===== src/rtl/demux12_stream_pkg.sv =====
// -----------------------------------------------------------------------------
// demux12_stream_pkg
// Shared constants for the 1:2 word stream demultiplexer.
//   lane_e      : lane pointer encoding (LANE_A = 0, LANE_B = 1)
//   PAIR_CNT_W  : width of the completed-pair counter
//   lane_flip() : next lane after a valid word
// -----------------------------------------------------------------------------
package demux12_stream_pkg;

   typedef enum logic {
      LANE_A = 1'b0,
      LANE_B = 1'b1
   } lane_e;

   localparam int PAIR_CNT_W = 8;

   function automatic lane_e lane_flip(input lane_e l);
      return (l == LANE_A) ? LANE_B : LANE_A;
   endfunction

endpackage


===== src/rtl/demux12_stream_lane_reg.sv =====
// -----------------------------------------------------------------------------
// demux_lane_reg
// WIDTH-bit data register with load enable and asynchronous active-low clear.
// Ports:
//   clk      : clock, rising edge
//   reset_L  : asynchronous active-low clear (register -> 0)
//   load     : capture d on the next rising edge
//   d        : data in
//   q        : registered data out, holds when load is low
// -----------------------------------------------------------------------------
module demux_lane_reg #(
   parameter int WIDTH = 2
) (
   input  logic             clk,
   input  logic             reset_L,
   input  logic             load,
   input  logic [WIDTH-1:0] d,
   output logic [WIDTH-1:0] q
);

   always_ff @(posedge clk or negedge reset_L) begin
      if (!reset_L) begin
         q <= '0;
      end else if (load) begin
         q <= d;
      end
   end

endmodule


===== src/rtl/demux12_stream.sv =====
// -----------------------------------------------------------------------------
// demux12_stream
// Splits a serial word stream (output of a 2:1 word mux) back into two lanes.
// Valid words alternate A, B, A, B ... starting from START_LANE after reset;
// every B word that follows an A word completes a pair.
// Ports:
//   clk        : clock, rising edge
//   reset_L    : asynchronous active-low reset
//   in_data    : serial word stream (don't-care while in_valid is low)
//   in_valid   : in_data holds a valid word this cycle
//   out_A      : registered lane-A word, holds between updates
//   valid_A    : one-cycle pulse, out_A updated this cycle
//   out_B      : registered lane-B word, holds between updates
//   valid_B    : one-cycle pulse, out_B updated this cycle
//   pair_done  : one-cycle pulse, a lane-B word completed a pair
//   pair_count : completed pairs since reset, wraps modulo 2**PAIR_CNT_W
// -----------------------------------------------------------------------------
module demux12_stream
   import demux12_stream_pkg::*;
#(
   parameter int WIDTH      = 2,
   parameter int START_LANE = 0
) (
   input  logic                  clk,
   input  logic                  reset_L,
   input  logic [WIDTH-1:0]      in_data,
   input  logic                  in_valid,
   output logic [WIDTH-1:0]      out_A,
   output logic                  valid_A,
   output logic [WIDTH-1:0]      out_B,
   output logic                  valid_B,
   output logic                  pair_done,
   output logic [PAIR_CNT_W-1:0] pair_count
);

   localparam lane_e RST_LANE = (START_LANE == 0) ? LANE_A : LANE_B;

   lane_e lane;
   lane_e lane_next;
   logic  load_a;
   logic  load_b;

   // Lane pointer state register.
   always_ff @(posedge clk or negedge reset_L) begin
      if (!reset_L) begin
         lane <= RST_LANE;
      end else begin
         lane <= lane_next;
      end
   end

   // Steering decode; nothing loads while in_valid is low, so in_data
   // (including X) cannot reach any output in that case.
   always_comb begin
      lane_next = lane;
      load_a    = 1'b0;
      load_b    = 1'b0;
      if (in_valid) begin
         lane_next = lane_flip(lane);
         if (lane == LANE_A) begin
            load_a = 1'b1;
         end else begin
            load_b = 1'b1;
         end
      end
   end

   // Valid pulses and pair counter. A pair completes only on a B word, so
   // a leading B word with START_LANE=1 also counts... only if an A word
   // preceded it: the first B after reset has no A partner and is excluded.
   logic seen_a;

   always_ff @(posedge clk or negedge reset_L) begin
      if (!reset_L) begin
         valid_A    <= 1'b0;
         valid_B    <= 1'b0;
         pair_done  <= 1'b0;
         pair_count <= '0;
         seen_a     <= 1'b0;
      end else begin
         valid_A   <= load_a;
         valid_B   <= load_b;
         pair_done <= load_b && seen_a;
         if (load_a) begin
            seen_a <= 1'b1;
         end
         if (load_b && seen_a) begin
            pair_count <= pair_count + PAIR_CNT_W'(1);
         end
      end
   end

   demux_lane_reg #(.WIDTH(WIDTH)) u_lane_a (
      .clk     (clk),
      .reset_L (reset_L),
      .load    (load_a),
      .d       (in_data),
      .q       (out_A)
   );

   demux_lane_reg #(.WIDTH(WIDTH)) u_lane_b (
      .clk     (clk),
      .reset_L (reset_L),
      .load    (load_b),
      .d       (in_data),
      .q       (out_B)
   );

endmodule


===== config.mk =====
export PLATFORM = sky130hd
export DESIGN_NAME = demux12_stream
export DESIGN_NICKNAME = d
export VERILOG_FILES = /design/src/rtl/demux12_stream_pkg.sv /design/src/rtl/demux12_stream_lane_reg.sv /design/src/rtl/demux12_stream.sv
export SDC_FILE = /design/constraint.sdc
export NUM_CORES = 1
export LEC_CHECK = 0
export CAP_MARGIN = 40
export CELL_PAD_IN_SITES_DETAIL_PLACEMENT = 0
export CELL_PAD_IN_SITES_GLOBAL_PLACEMENT = 1
export CORE_MARGIN = 1
export CORE_UTILIZATION = 35
export DETAILED_ROUTE_END_ITERATION = 10
export PLACE_DENSITY = 0.87
export SLEW_MARGIN = 10
export SYNTH_ARGS = -nofsm -noshare
export SYNTH_HDL_FRONTEND = slang
export SYNTH_SLANG_ARGS = --single-unit

===== constraint.sdc =====
create_clock -name clk -period 1.75 [get_ports clk]
set_clock_uncertainty 0.2 [all_clocks]
set_input_delay 0.2625 -clock clk [delete_from_list [all_inputs] [get_ports clk]]
set_output_delay 0.2625 -clock clk [all_outputs]
set_load 0.005 [all_outputs]

# Word-level counts from Yosys, hierarchy flattened
# Index checks and enable logic that the tools add are counted.
# W data, S select, Z words.
dict set report totals {
  input_bits 5
  register_bits 17
}
dict set report op_classes {
  addsub 1
  reduce_logical 1
  mux 4
}
# operator n
set ops {}
lappend ops {{$add A8 B1 Y8 const B} 1}
lappend ops {{$mux W1} 4}
lappend ops {{$logic_and A1 B1 Y1} 1}

# Logic depth before layout (Yosys ltp)
# Gate-level depths: netlist of run 1.
dict set report logic_depth {
  word_depth 3
  mapped_depth 4
  mapped_depth_nobuf 3
}

# By module
# From an unflattened synthesis of run 1, not the netlist that was laid out.
dict set report unflattened {
  hier_cells 48
  area_unflattened_um2 661.9
}
# mod area_per_inst_um2 cells_each instances seq_area_each_um2
set modules_own_cells {}
lappend modules_own_cells {demux12_stream 516.7 40 1 325.3}
lappend modules_own_cells {demux_lane_reg 72.6 4 2 50.0}

# Worst setup path before layout of run 1
# No wires, ideal clock.
dict set report synth_path {
  path_kind {register to register}
  startpoint {register lane}
  endpoint {register pair_count[1]}
  stages_incl_launch_ff 4
  arrival_ps 963
  period_less_slack_ps 1288
  setup_ps 125
  setup_slack_ps 462
  required_ps 1425
  cell_sequence {dfrtp_1 > and3_1 > buf_6 > mux2_4}
}
dict set report synth_between {
  elab_chain_cells 3
}
# item line
set synth_rtl {}
lappend synth_rtl {{from (decl)} demux12_stream.sv:38} ;# lane_e lane;
lappend synth_rtl {{from (signal assigned)} demux12_stream.sv:48} ;# lane <= lane_next;
lappend synth_rtl {{$mux W1} demux12_stream.sv:60} ;# if (lane == LANE_A) begin
lappend synth_rtl {{$mux W1} demux12_stream.sv:58} ;# if (in_valid) begin
lappend synth_rtl {{$logic_and A1 B1 Y1} demux12_stream.sv:87} ;# if (load_b && seen_a) begin
lappend synth_rtl {{to (signal assigned)} demux12_stream.sv:88} ;# pair_count <= pair_count + PAIR_CNT_W'(1);
lappend synth_rtl {{to (decl)} demux12_stream.sv:33} ;# output logic [PAIR_CNT_W-1:0] pair_count
# No other way between the ends.
# A chain may end at the register's enable or synchronous reset.

# Final worst setup path of run 1
dict set report layout_path {
  startpoint {register pair_count[0]}
  endpoint {output port pair_count[0]}
}
# No word-level cell between the ends.

==> results.json, run 1 <==
{
  "status": "complete, no violations",
  "pin_count": 20,
  "min_path_type": "in -> async",
  "fin_crit_sh": 0.967,
  "cp_data_required_time_ns": 1.29,
  "port_buffers": 19,
  "start_util": 0.381,
  "cp_slowest_cell": "clkdlybuf4s50_1",
  "worstRegToRegCells": 2,
  "clock.fmax_mhz": 591,
  "critPathTopFamily": "buffers and inverters",
  "crit_arrival_ns": 1.23,
  "ir_drop_mv": 0.692,
  "nets": 78,
  "worst-path-stages": 1,
  "cts_sinks": 17,
  "grt_pass1_vias": 431,
  "path_cells": "clkdlybuf4s50_1",
  "die_x_um": 45.6,
  "syn_inst": 46,
  "ys_ff_latch": 17,
  "n_antenna_cell": 0,
  "slew_violations": 0,
  "cts_tree": "done",
  "startpoint_type": "flop",
  "p_leak_uw": 0.000399,
  "route.met3.wl_um": 27,
  "synth_cell_types": 16,
  "grt_pass1_wl_um": 1930,
  "max_stage_delay_ns": 0.51,
  "ys_warn_count": 0,
  "hold_viol": 0,
  "worst_pin_slew_ns": 0.212,
  "clk_pin_slew_worst_paths_ns": 0.10,
  "route.detailed.drc": 0,
  "drt-pass1-iter-count": 4,
  "synth.avg_cell_area_um2": 14.4,
  "drtIter0Drc": 8,
  "power_density_nw_per_um2": 1520,
  "met2_length_um": 544,
  "numCtsBuffers": 3,
  "rsz0062_at_grt": "no",
  "crit_type": "reg -> out",
  "antenna_left": 0,
  "grtUsageTotal": 0.136,
  "maxCapViolations": 0,
  "max-slew-margin-rel": 0.858,
  "path_buf_inv": 1,
  "grt.overflow.total": 0,
  "cp-endpoint": "pair_count[0]",
  "yosysSeqAreaShare": 0.640,
  "clock_latency_ns": 0.28,
  "area_growth_pct": 39.2,
  "synth_nets": 52,
  "dieArea_um2": 2080,
  "wl_met1_um": 534,
  "ctsHoldBuffers": 0,
  "vias_per_cell": 4.64,
  "dr.max_layer_used": "met4",
  "clockRootBuffer": "clkbuf_4",
  "htreeDepth": 1,
  "worst_hold_slack_ns": 0.0857,
  "dp.final_hpwl_um": 820,
  "timing.rr.end": "u_lane_a.q[1]$_DFFE_PN0P_",
  "drive_gt1_frac": 0.211,
  "fp.coreArea_um2": 1750,
  "setup_tns_ns": 0,
  "num_vias": 445,
  "cp_max_fo": 6,
  "rrSetupSlack_ns": 0.42,
  "row_count": 15,
  "netlist_area_um2": 664,
  "clock_path_buffers": 2,
  "drt-total-wl_um": 1130,
  "startpoint": "pair_count[0]$_DFFE_PN0P_",
  "crit-reg2reg-launch": "lane$_DFFE_PN0P_",
  "finalPower_uw": 1410,
  "setup_violations": 0,
  "fin_cells": 96,
  "dp.cells": 91,
  "gp_congestion": 0.720,
  "min_period_ns": 1.69,
  "die_y_um": 45.6,
  "wl_per_cell_um": 11.7,
  "crit_path_end_kind": "primary output",
  "grt_start_max_net_pins": 18,
  "final_util": 0.530,
  "antenna_found_initial": 0
}
[power breakdown]
| group | switching (uW) | internal, uW | total (uW) |
|---|---|---|---|
| sequential | 113 | 535 | 649 |
| clock | 117 | 88.5 | 206 |
| combinational | 174 | 380 | 554 |
| total | 405 | 1000 | 1410 |
[worst min path at each step]
stage          cells after the start                   endpoint  slack, ns
2_1_floorplan                      0           lane$_DFFE_PN0P_      -0.23
3_3_place_gp                       1  pair_count[7]$_DFFE_PN0P_       0.26
3_5_place_dp                       1         seen_a$_DFFE_PN0P_       0.27
4_1_cts                            2        pair_done$_DFF_PN0_       0.09
5_1_grt                            2  pair_count[4]$_DFFE_PN0P_       0.11
6_report                           2  pair_count[4]$_DFFE_PN0P_       0.09
[layout by cell type (no fill, tap or decap)]
cell / n
mux2_4: 1
nand2_1: 2
ha_1: 1
xnor2_1: 6
or2_2: 1
clkbuf_1: 1
mux2_2: 4
and4_2: 1
nand4_1: 4
clkdlybuf4s50_1: 19
buf_4: 3
inv_1: 1
and2b_2: 1
and3_1: 2
xor2_1: 2
and2_1: 1
nand3_1: 1
clkbuf_4: 3
dfrtp_2: 1
dfrtp_1: 16
[cell usage after synthesis, drive strengths merged]
cell type	number	area [um2]
or2	1	6.26
nand3	1	5.00
nand4	4	25.0
mux2	5	60.1
ha	1	12.5
and2b	1	8.76
nand2	2	7.51
and3	2	12.5
xnor2	6	52.6
and4	1	10.0
dfrtp	17	425
and2	1	6.26
buf	1	11.3
inv	1	3.75
xor2	2	17.5
[routing by layer]
metal | up-vias | GRT usage
li1 | 209 | -
met1 | 227 | 0.183
met2 | 7 | 0.189
met3 | 2 | 0.0357
met4 | 0 | 0.0909
met5 | - | 0
[repair_timing]
action / CTS / global route
setup buffers: 0 / 1
gates resized for setup: 1 / 0
gates cloned: 0 / 0
setup endpoints to repair: 1 / 1
[cell families (layout without fill, tap and decap cells)]
kind of cell / after synthesis / after routing / synth area share
buffers and inverters: 2 / 27 / 0.0226
flip-flops: 17 / 17 / 0.640
XOR/XNOR: 8 / 8 / 0.105
AND/OR/NAND/NOR: 13 / 13 / 0.122
multiplexers: 5 / 5 / 0.0904
adder cells (fa/ha/maj): 1 / 1 / 0.0188
[per-stage QoR]
| stage | cell area (um2) | setup slack, ns |
|---|---|---|
| after CTS | 917 | 0.0241 |
| final | 925 | 0.0573 |
| after floorplan | 664 | 0.462 |
| after detailed placement | 890 | 0.0114 |
| after global placement | 890 | 0.0488 |
| after global routing | 925 | 0.000807 |
[final cells by class]
cell class | instances | area (um2)
tap | 25 | 31.3
clock buffer | 4 | 26.3
fill | 152 | 821
multi-input combinational | 27 | 224
timing repair buffer | 22 | 213
inverter | 1 | 3.75
sequential | 17 | 427
[flip-flops by register name, summed over array words and instances, names as in the netlist]
register    cells
lane            1
pair_count      8
pair_done       1
seen_a          1
u_lane_a.q      2
u_lane_b.q      2
valid_A         1
valid_B         1
Note: power is estimated with default switching activity, not from simulation.
==> run 2, diff against run 1 <==
--- a/config.mk
+++ b/config.mk
@@ -11,7 +11,7 @@
 export CORE_MARGIN = 1
 export CORE_UTILIZATION = 35
 export DETAILED_ROUTE_END_ITERATION = 10
-export PLACE_DENSITY = 0.87
+export PLACE_DENSITY_LB_ADDON = 0.1
 export SLEW_MARGIN = 10
 export SYNTH_ARGS = -nofsm -noshare
 export SYNTH_HDL_FRONTEND = slang
==> run 2 against run 1 <==
Against the previous run:
- clock-buffer cell count unchanged
- fmax grew 0.51%
- critical path depth unchanged
- register-to-register slack got worse by 0.05 ns
==> results.json, run 2 (synthesis results as in run 1) <==
{
  "worstRegToRegCells": 2,
  "rrSetupSlack_ns": 0.37,
  "critPathTopFamily": "buffers and inverters",
  "min_period_ns": 1.68,
  "drive_gt1_frac": 0.236,
  "path_cells": "clkdlybuf4s50_1",
  "path_buf_inv": 1,
  "clk_pin_slew_worst_paths_ns": 0.10,
  "vias_per_cell": 4.42,
  "port_buffers": 19,
  "die_x_um": 45.6,
  "fin_area_um2": 933,
  "setup_tns_ns": 0,
  "die_y_um": 45.6,
  "met2_length_um": 503,
  "startpoint_type": "flop",
  "numCtsBuffers": 3,
  "rsz0062_at_grt": "no",
  "clock_path_buffers": 2,
  "grt_pass1_vias": 385,
  "drtIter0Drc": 3,
  "fin_crit_sh": 0.962,
  "clockRootBuffer": "clkbuf_4",
  "num_vias": 429,
  "final_common_cell": "clkdlybuf4s50_1",
  "status": "complete, no violations",
  "pin_count": 20,
  "maxCapViolations": 0,
  "crit_type": "reg -> out",
  "max_stage_delay_ns": 0.52,
  "row_count": 15,
  "max-slew-margin-rel": 0.826,
  "crit_path_end_kind": "primary output",
  "wl_met1_um": 586,
  "grt.overflow.total": 0,
  "setup_violations": 0,
  "drt-total-wl_um": 1130,
  "antenna_found_initial": 0,
  "worst_pin_slew_ns": 0.260,
  "ir_drop_mv": 0.706,
  "n_antenna_cell": 0,
  "fp.coreArea_um2": 1750,
  "cp_slowest_cell": "clkdlybuf4s50_1",
  "ctsHoldBuffers": 0,
  "slew_violations": 0,
  "min_path_type": "in -> async",
  "clock_latency_ns": 0.28,
  "wl_per_cell_um": 11.7,
  "antenna_left": 0,
  "timing.rr.end": "pair_count[1]$_DFFE_PN0P_",
  "route.met3.wl_um": 36,
  "dieArea_um2": 2080,
  "fill_cells": 168,
  "crit_arrival_ns": 1.22,
  "htreeDepth": 1,
  "area_growth_pct": 40.5,
  "grtUsageTotal": 0.118,
  "dr.max_layer_used": "met4",
  "route.detailed.drc": 0,
  "crit-reg2reg-launch": "lane$_DFFE_PN0P_",
  "dp.final_hpwl_um": 820,
  "final_cell_mix": "clkdlybuf4s50_1, dfrtp_1, xnor2_1",
  "largest_register_ffs": 8,
  "cp_max_fo": 6,
  "grt_start_max_net_pins": 18,
  "p_leak_uw": 0.000404,
  "hold_viol": 0,
  "grt_pass1_wl_um": 1680,
  "cts_sinks": 17,
  "cp_data_required_time_ns": 1.29,
  "power_density_nw_per_um2": 1500,
  "clock.fmax_mhz": 594,
  "cts_tree": "done",
  "nets": 79,
  "largest-register": "pair_count",
  "reg_top3": "pair_count (8), u_lane_a.q (2), u_lane_b.q (2)",
  "drt-pass1-iter-count": 4,
  "placed_cell_area_um2": 890,
  "gp_congestion": 0.685,
  "start_util": 0.381
}
run 2: changes by cell type in the layout (fill, tap and decap cells not counted):
cell	before	now
buf_4	3	4
dfrtp_1	16	15
dfrtp_2	1	2
run 2: per-layer routing:
layer,GRT usage,vias up
met5,0,-
met4,0.0364,0
met3,0.0357,2
met2,0.160,8
met1,0.177,210
li1,-,209
run 2: cell type report:
type                       count  area (um2)  area share
clock buffer                   4        26.3      0.0282
multi-input combinational     27         224       0.240
sequential                    17         428       0.458
inverter                       1        3.75     0.00402
timing repair buffer          23         220       0.236
tap                           25        31.3      0.0335
run 2: repair_timing:
action	4_1_cts	5_1_grt
endpoints found under the setup margin	1	2
resized for setup	1	1
pin swaps	0	0
buffers inserted	0	2
run 2: report_power, final:
group          total [uW]  switching (uW)  internal [uW]
logic                 539             168            371
clock network         203             115           88.2
registers             655             117            538
run 2: metrics by stage:
| stage | hold slack, ns | total power, uW | worst slack (ns) | instances | util |
|---|---|---|---|---|---|
| after floorplan | -0.233 | 877 | 0.462 | 46 | - |
| after global placement | 0.260 | 1180 | 0.0309 | 91 | 0.510 |
| after detailed placement | 0.271 | 1190 | 0.0102 | 91 | 0.510 |
| after CTS | 0.108 | 1400 | 0.00934 | 95 | 0.525 |
| after global routing | 0.121 | 1480 | 0.0186 | 97 | 0.535 |
| final | 0.105 | 1400 | 0.0659 | 97 | 0.535 |
run 2: how the worst max path moves through the flow:
stage | to | start | slack (ns) | cells after the start
after floorplan | pair_count[1]$_DFFE_PN0P_ | lane$_DFFE_PN0P_ | 0.46 | 3
after global placement | pair_count[1]$_DFFE_PN0P_ | in_valid | 0.03 | 3
after detailed placement | pair_count[1]$_DFFE_PN0P_ | in_valid | 0.01 | 3
after CTS | pair_count[1] | pair_count[1]$_DFFE_PN0P_ | 0.009 | 1
after global routing | pair_count[0] | pair_count[0]$_DFFE_PN0P_ | 0.02 | 1
final | pair_count[1] | pair_count[1]$_DFFE_PN0P_ | 0.07 | 1
